### config.mk
export PLATFORM = sky130hd
export DESIGN_NAME = canvas_cursor_flat
export DESIGN_NICKNAME = d
export VERILOG_FILES = /design/src/rtl/canvas_cursor_if.sv /design/src/rtl/canvas_cursor.sv /design/src/flat_wrapper.sv
export SDC_FILE = /design/constraint.sdc
export NUM_CORES = 1
export LEC_CHECK = 0
export ABC_AREA = 1
export BUFFER_PORTS_ARGS = -buffer_cell sky130_fd_sc_hd__clkbuf_2
export CORE_MARGIN = 5
export CORE_UTILIZATION = 35
export DETAILED_ROUTE_END_ITERATION = 8
export GPL_ROUTABILITY_DRIVEN = 1
export HOLD_SLACK_MARGIN = 0.06
export PLACE_DENSITY_LB_ADDON = 0.05
export SLEW_MARGIN = 20
export SYNTH_ARGS = -nofsm -noshare
export SYNTH_HDL_FRONTEND = slang
export SYNTH_SLANG_ARGS = --single-unit
### constraint.sdc
create_clock -name clk -period 1.8 [get_ports clk]
set_input_delay 0.36 -clock clk [delete_from_list [all_inputs] [get_ports clk]]
set_output_delay 0.36 -clock clk [all_outputs]
set_load 0.01 [all_outputs]
### src/rtl/canvas_cursor_if.sv
// Button/level inputs and cursor/pixel-write outputs of the canvas cursor stage.
interface canvas_cursor_if #(
  parameter int COORD_W = 4
);
  logic [3:0]         buttons;   // {up, down, right, left}
  logic [2:0]         color;
  logic               brush;
  logic [COORD_W-1:0] cursor_x;
  logic [COORD_W-1:0] cursor_y;
  logic               pix_we;
  logic [2:0]         pix_color;
  logic [3:0]         btn_db;

  modport master (
    output buttons, color, brush,
    input  cursor_x, cursor_y, pix_we, pix_color, btn_db
  );

  modport slave (
    input  buttons, color, brush,
    output cursor_x, cursor_y, pix_we, pix_color, btn_db
  );
endinterface

### src/rtl/canvas_cursor.sv
// Button conditioning (sync, debounce, press edge, auto-repeat) driving a clamped
// canvas cursor that emits a one-cycle pixel write on every step.
module canvas_cursor #(
  parameter int GRID_W       = 16,
  parameter int GRID_H       = 16,
  parameter int COORD_W      = 4,
  parameter int DEBOUNCE_CYC = 50000,
  parameter int REPEAT_DELAY = 5000000,
  parameter int REPEAT_RATE  = 1000000
) (
  input logic             clk,
  input logic             rst_n,
  canvas_cursor_if.slave  io_bus
);
  localparam int DB_W    = $clog2(DEBOUNCE_CYC + 1);
  localparam int TMR_MAX = (REPEAT_DELAY > REPEAT_RATE) ? REPEAT_DELAY : REPEAT_RATE;
  localparam int TMR_W   = $clog2(TMR_MAX + 1);

  localparam logic [DB_W-1:0]    DB_LAST    = DB_W'(DEBOUNCE_CYC - 1);
  localparam logic [TMR_W-1:0]   DELAY_LAST = TMR_W'(REPEAT_DELAY - 1);
  localparam logic [TMR_W-1:0]   RATE_LAST  = TMR_W'(REPEAT_RATE - 1);
  localparam logic [COORD_W-1:0] X_MAX      = COORD_W'(GRID_W - 1);
  localparam logic [COORD_W-1:0] Y_MAX      = COORD_W'(GRID_H - 1);
  localparam logic [COORD_W-1:0] X_RST      = COORD_W'(GRID_W / 2);
  localparam logic [COORD_W-1:0] Y_RST      = COORD_W'(GRID_H / 2);

  typedef enum logic [1:0] {IDLE, DELAY, REPEAT} state_t;

  logic [3:0]         r_sync1, r_sync2, r_db, r_db_prev;
  logic [DB_W-1:0]    r_db_cnt [4];
  state_t             r_state, w_state_nxt;
  logic [TMR_W-1:0]   r_tmr, w_tmr_nxt;
  logic               r_step, w_step;
  logic [3:0]         r_step_dir;
  logic [COORD_W-1:0] r_x, r_y, w_x_nxt, w_y_nxt;
  logic               r_pix_we;
  logic [2:0]         r_pix_color;
  logic [3:0]         w_press;

  // NOTE: clocked state uses non-blocking assignments so every flop samples pre-edge values.
  always_ff @(posedge clk or negedge rst_n) begin
    if (!rst_n) begin
      r_sync1   <= '0;
      r_sync2   <= '0;
      r_db      <= '0;
      r_db_prev <= '0;
      for (int i = 0; i < 4; i++) r_db_cnt[i] <= '0;
    end else begin
      r_sync1   <= io_bus.buttons;
      r_sync2   <= r_sync1;
      r_db_prev <= r_db;
      for (int i = 0; i < 4; i++) begin
        if (r_sync2[i] == r_db[i]) begin
          r_db_cnt[i] <= '0;
        end else if (r_db_cnt[i] == DB_LAST) begin
          r_db[i]     <= ~r_db[i];
          r_db_cnt[i] <= '0;
        end else begin
          r_db_cnt[i] <= r_db_cnt[i] + DB_W'(1);
        end
      end
    end
  end

  assign w_press = r_db & ~r_db_prev;

  // NOTE: every always_comb output gets a default first, so no path can infer a latch.
  always_comb begin
    w_state_nxt = r_state;
    w_tmr_nxt   = r_tmr + TMR_W'(1);
    w_step      = 1'b0;
    unique case (r_state)
      IDLE: begin
        w_tmr_nxt = '0;
        if (|w_press) begin
          w_step      = 1'b1;
          w_state_nxt = DELAY;
        end
      end
      DELAY: begin
        if (r_db == 4'b0000) begin
          w_state_nxt = IDLE;
          w_tmr_nxt   = '0;
        end else if (|w_press) begin
          w_step    = 1'b1;
          w_tmr_nxt = '0;
        end else if (r_tmr == DELAY_LAST) begin
          w_step      = 1'b1;
          w_tmr_nxt   = '0;
          w_state_nxt = REPEAT;
        end
      end
      REPEAT: begin
        if (r_db == 4'b0000) begin
          w_state_nxt = IDLE;
          w_tmr_nxt   = '0;
        end else if (|w_press) begin
          w_step      = 1'b1;
          w_tmr_nxt   = '0;
          w_state_nxt = DELAY;
        end else if (r_tmr == RATE_LAST) begin
          w_step    = 1'b1;
          w_tmr_nxt = '0;
        end
      end
      default: begin
        w_state_nxt = IDLE;
        w_tmr_nxt   = '0;
      end
    endcase
  end

  always_ff @(posedge clk or negedge rst_n) begin
    if (!rst_n) begin
      r_state    <= IDLE;
      r_tmr      <= '0;
      r_step     <= 1'b0;
      r_step_dir <= '0;
    end else begin
      r_state <= w_state_nxt;
      r_tmr   <= w_tmr_nxt;
      r_step  <= w_step;
      if (w_step) r_step_dir <= r_db;
    end
  end

  // Opposite buttons cancel; each axis saturates at the canvas edge.
  always_comb begin
    w_x_nxt = r_x;
    w_y_nxt = r_y;
    if (r_step_dir[1] && !r_step_dir[0] && r_x < X_MAX)       w_x_nxt = r_x + COORD_W'(1);
    else if (r_step_dir[0] && !r_step_dir[1] && r_x > '0)     w_x_nxt = r_x - COORD_W'(1);
    if (r_step_dir[2] && !r_step_dir[3] && r_y < Y_MAX)       w_y_nxt = r_y + COORD_W'(1);
    else if (r_step_dir[3] && !r_step_dir[2] && r_y > '0)     w_y_nxt = r_y - COORD_W'(1);
  end

  always_ff @(posedge clk or negedge rst_n) begin
    if (!rst_n) begin
      r_x         <= X_RST;
      r_y         <= Y_RST;
      r_pix_we    <= 1'b0;
      r_pix_color <= 3'b000;
    end else begin
      r_pix_we <= r_step;
      if (r_step) begin
        r_x         <= w_x_nxt;
        r_y         <= w_y_nxt;
        r_pix_color <= io_bus.brush ? io_bus.color : 3'b000;
      end
    end
  end

  assign io_bus.cursor_x  = r_x;
  assign io_bus.cursor_y  = r_y;
  assign io_bus.pix_we    = r_pix_we;
  assign io_bus.pix_color = r_pix_color;
  assign io_bus.btn_db    = r_db;
endmodule
### src/flat_wrapper.sv
// flat-port wrapper written by rule: the top's interface ports become plain ports
module canvas_cursor_flat 
#(
  parameter int GRID_W       = 16,
  parameter int GRID_H       = 16,
  parameter int COORD_W      = 4,
  parameter int DEBOUNCE_CYC = 50000,
  parameter int REPEAT_DELAY = 5000000,
  parameter int REPEAT_RATE  = 1000000
)
  (clk, rst_n, io_bus_buttons, io_bus_color, io_bus_brush, io_bus_cursor_x, io_bus_cursor_y, io_bus_pix_we, io_bus_pix_color, io_bus_btn_db);
  canvas_cursor_if #(.COORD_W(COORD_W)) io_bus_i ();
  input logic clk;
  input logic rst_n;
  input wire logic [$bits(io_bus_i.buttons)-1:0] io_bus_buttons;
  input wire logic [$bits(io_bus_i.color)-1:0] io_bus_color;
  input wire logic [$bits(io_bus_i.brush)-1:0] io_bus_brush;
  output wire logic [$bits(io_bus_i.cursor_x)-1:0] io_bus_cursor_x;
  output wire logic [$bits(io_bus_i.cursor_y)-1:0] io_bus_cursor_y;
  output wire logic [$bits(io_bus_i.pix_we)-1:0] io_bus_pix_we;
  output wire logic [$bits(io_bus_i.pix_color)-1:0] io_bus_pix_color;
  output wire logic [$bits(io_bus_i.btn_db)-1:0] io_bus_btn_db;
  assign io_bus_i.buttons = io_bus_buttons;
  assign io_bus_i.color = io_bus_color;
  assign io_bus_i.brush = io_bus_brush;
  assign io_bus_cursor_x = io_bus_i.cursor_x;
  assign io_bus_cursor_y = io_bus_i.cursor_y;
  assign io_bus_pix_we = io_bus_i.pix_we;
  assign io_bus_pix_color = io_bus_i.pix_color;
  assign io_bus_btn_db = io_bus_i.btn_db;
  canvas_cursor #(.GRID_W(GRID_W), .GRID_H(GRID_H), .COORD_W(COORD_W), .DEBOUNCE_CYC(DEBOUNCE_CYC), .REPEAT_DELAY(REPEAT_DELAY), .REPEAT_RATE(REPEAT_RATE)) u_core (.clk(clk), .rst_n(rst_n), .io_bus(io_bus_i));
endmodule
==> out/metrics.csv <==
metric,value,unit
count of state elements after synthesis,122,
Rows,49,
drt first-iter violations,308,
syn nets,806,
CP max stage delay,0.54,ns
Setup WS post-layout,0.0730,ns
highest clock rate,0.579,GHz
Final Util,0.428,
worst path required time,2.13,ns
final cycle utilization of the critical path,0.959,
gr usage total,0.134,
dpl cell area,6950,µm²
Max Slew Vio Count,0,
switching share of power,0.203,
CTS root buffer,clkbuf_16,
fin nets,874,
register area share after synthesis,0.478,
via count,5135,
DR pass1 iterations,6,
startpoint types,flip-flop,
share of total power in combinational logic,0.026,
CTS sink cnt,122,
crit end category,flip-flop,
initial core utilization,0.356,
worst-margin pin slew,0.370,ns
post-detailed-route count of antenna-violating nets,0,
n_diodes,0,
largest net degree at the start of global routing,42,
Final Hold Vio Count,0,
Clock Path Buffers,2,
Post-Synthesis Cells,781,
share of total power in the clock network,0.544,
Worst path slowest cell,dfstp_2,
via/cell ratio,4.71,
Yosys warning total,0,
Core Region,18000,µm²
Leak Pwr,0.00341,µW
drc violations,0,
I/O pin count,26,
vias in the first global route,5082,
H-Tree Depth,4,
worst endpoint data arrival time,2.06,ns
Max-slew headroom,0.752,
max-cap violations,0,
total CTS buffers,17,
synthesized area per cell,8.18,µm²
Net Sw Power,1320,µW
hold crit path type,in -> reg,
CTS tree,done,
total wire length,13.6,mm
Post-Place Worst Slack,0.0688,ns
first-pass GRT wire length,23.8,mm
Final HPWL DP,9.98,mm
"Clk Latency, worst-skew pair",0.41,ns
Pwr Density,845,nW/µm²
crit path kind,reg -> reg,
gr ovfl total,0,
Final Cell Area,7680,µm²
area delta synth->final,20.2,%
initial antenna violation count,0,
setup violators final,0,
crit path max fanout,3,
peak supply drop,0.784,mV
Final min period,1.73,ns
Die Wd,145,µm
Pint,5180,µW
GP Congestion,0.814,
die height,145,µm
layout cells sized above 1,0.156,
IO buf count,25,
WL/cell,12.5,µm
Post-Syn Area,6390,µm²
status,"finished, final reports clean",
post-synth cell types,34,
clock skew,0.00912,ns
Flop pwr share,0.430,
Worst-path clk slew,0.05,ns
FILL cells,1802,
Die ar.,21100,µm²
CP Cell Sequence,nand4_1 > nand2_2 > ha_4 > a21o_1 > nand2_2 > nand2_1 > nand2_1 > nand3_1 > xnor2_1,
==> metal layers <==
layer  vias up  global-route usage  wire length, µm
met3        20              0.0399              532
met2        69               0.202             6010
met5         -                   0                0
met4         0              0.0438              212
li1       2627                   -                -
met1      2419               0.184             6890
==> sequential cells by signal, summed over array words and instances, names as in the netlist <==
name and flops:
u_core.io_bus.btn_db 4, u_core.io_bus.cursor_x 4, u_core.io_bus.cursor_y 4, u_core.io_bus.pix_color 3, u_core.io_bus.pix_we 1, u_core.r_db_cnt 64, u_core.r_db_prev 4, u_core.r_state 2
u_core.r_step 1, u_core.r_step_dir 4, u_core.r_sync1 4, u_core.r_sync2 4, u_core.r_tmr 23
==> logic make-up (layout without fill, tap and decap cells) <==
family,Yosys count,in the layout,share of synthesized area
AO/OA/AOI/OAI,65,65,0.0558
XOR/XNOR,42,42,0.0575
adder cells (fa/ha/maj),15,15,0.0317
buffers and inverters,104,184,0.0634
flip-flops,122,122,0.478
AND/OR/NAND/NOR,433,433,0.314
==> cell type report <==
cell class / instances / area, µm² / share of cell area
Clock buffer: 24 / 502 / 0.0653
Clock inverter: 7 / 113 / 0.0147
Inverter: 102 / 383 / 0.0498
Multi-Input combinational cell: 555 / 2970 / 0.386
Sequential cell: 122 / 3060 / 0.398
Tap cell: 229 / 287 / 0.0373
Timing Repair Buffer: 51 / 377 / 0.0490
==> worst max-delay path: cells and delay by family (launching register included) <==
| family | cells | cell delay, ns |
|---|---|---|
| AO/OA/AOI/OAI | 1 | 0.17 |
| adder cells (fa/ha/maj) | 1 | 0.20 |
| AND/OR/NAND/NOR | 6 | 0.57 |
| flip-flops | 1 | 0.54 |
| XOR/XNOR | 1 | 0.18 |
==> cells in the mapped netlist <==
cell type | n | area, µm²
nand2_1 | 168 | 631
nor2_1 | 127 | 477
dfrtp_1 | 120 | 3000
inv_1 | 95 | 357
nand3_1 | 36 | 180
xor2_1 | 30 | 263
o21ai_0 | 25 | 125
a21oi_1 | 24 | 120
nand4_1 | 24 | 150
nor3_1 | 24 | 120
ha_1 | 13 | 163
xnor2_1 | 12 | 105
nor3_2 | 11 | 110
inv_2 | 7 | 26.3
nand2_2 | 7 | 43.8
nor2_2 | 7 | 43.8
a31oi_1 | 6 | 37.5
and3_1 | 6 | 37.5
nor2_4 | 6 | 67.6
nand3_2 | 5 | 50.1
nor3b_1 | 5 | 37.5
a21o_1 | 2 | 15.0
a21oi_2 | 2 | 17.5
buf_6 | 2 | 22.5
dfstp_2 | 2 | 52.6
fa_1 | 2 | 40.0
nor3b_2 | 2 | 25.0
o21ai_1 | 2 | 10.0
o21bai_1 | 2 | 15.0
or2_0 | 2 | 12.5
or2_2 | 2 | 12.5
nor4_1 | 1 | 6.26
o21ai_2 | 1 | 8.76
o31ai_1 | 1 | 7.51
==> cell usage in the layout, fill, tap and decap left out, types with 12 or more instances in the layout <==
master	instances
a21oi_1	24
buf_4	18
clkbuf_16	17
clkbuf_2	24
dfrtp_1	120
inv_1	95
nand2_1	165
nand3_1	36
nand4_1	24
nor2_1	125
nor3_1	24
o21ai_0	25
xnor2_1	12
xor2_1	30
==> power by group through the flow <==
stage	combinational, µW	sequential (µW)	clock, µW
6_report	169	2800	3530
5_1_grt	204	2800	3760
4_1_cts	177	2790	3630
3_5_place_dp	169	2840	0
3_3_place_gp	164	2840	0
2_1_floorplan	64.1	2840	0
==> timing repair <==
item,in CTS,in global routing
gates resized for setup,0,7
buffers inserted,0,4
setup endpoints to repair,0,3
hold endpoints to repair,28,0
hold buffers,5,0
==> through the flow <==
step / hold slack, ns / TNS (ns) / cells / power (µW)
6_report: 0.188 / 0 / 1090 / 6490
2_1_floorplan: 0.0644 / 0 / 781 / 2900
3_3_place_gp: 0.265 / 0 / 1050 / 3010
5_1_grt: 0.186 / -0.0191 / 1090 / 6760
3_5_place_dp: 0.262 / 0 / 1050 / 3010
4_1_cts: 0.170 / 0 / 1086 / 6600
==> final timing paths <==
check / start / to / slack (ns) / depth (start not counted)
setup reg to reg: u_core.io_bus.cursor_x[3]$_DFFE_PN1P_ / u_core.io_bus.cursor_x[3]$_DFFE_PN1P_ / 0.07 / 9
min in group asynchronous: rst_n / u_core.r_tmr[10]$_DFF_PN0_ / 0.40 / 2
setup / recovery: u_core.io_bus.cursor_x[3]$_DFFE_PN1P_ / u_core.io_bus.cursor_x[3]$_DFFE_PN1P_ / 0.07 / 9
hold / removal: io_bus_color[0] / u_core.io_bus.pix_color[0]$_DFFE_PN0P_ / 0.19 / 3
max in group asynchronous: rst_n / u_core.io_bus.cursor_x[3]$_DFFE_PN1P_ / 0.76 / 3
hold reg to reg: u_core.r_sync1[3]$_DFF_PN0_ / u_core.r_sync2[3]$_DFF_PN0_ / 0.35 / 0
(Power assumes the default switching activity.)
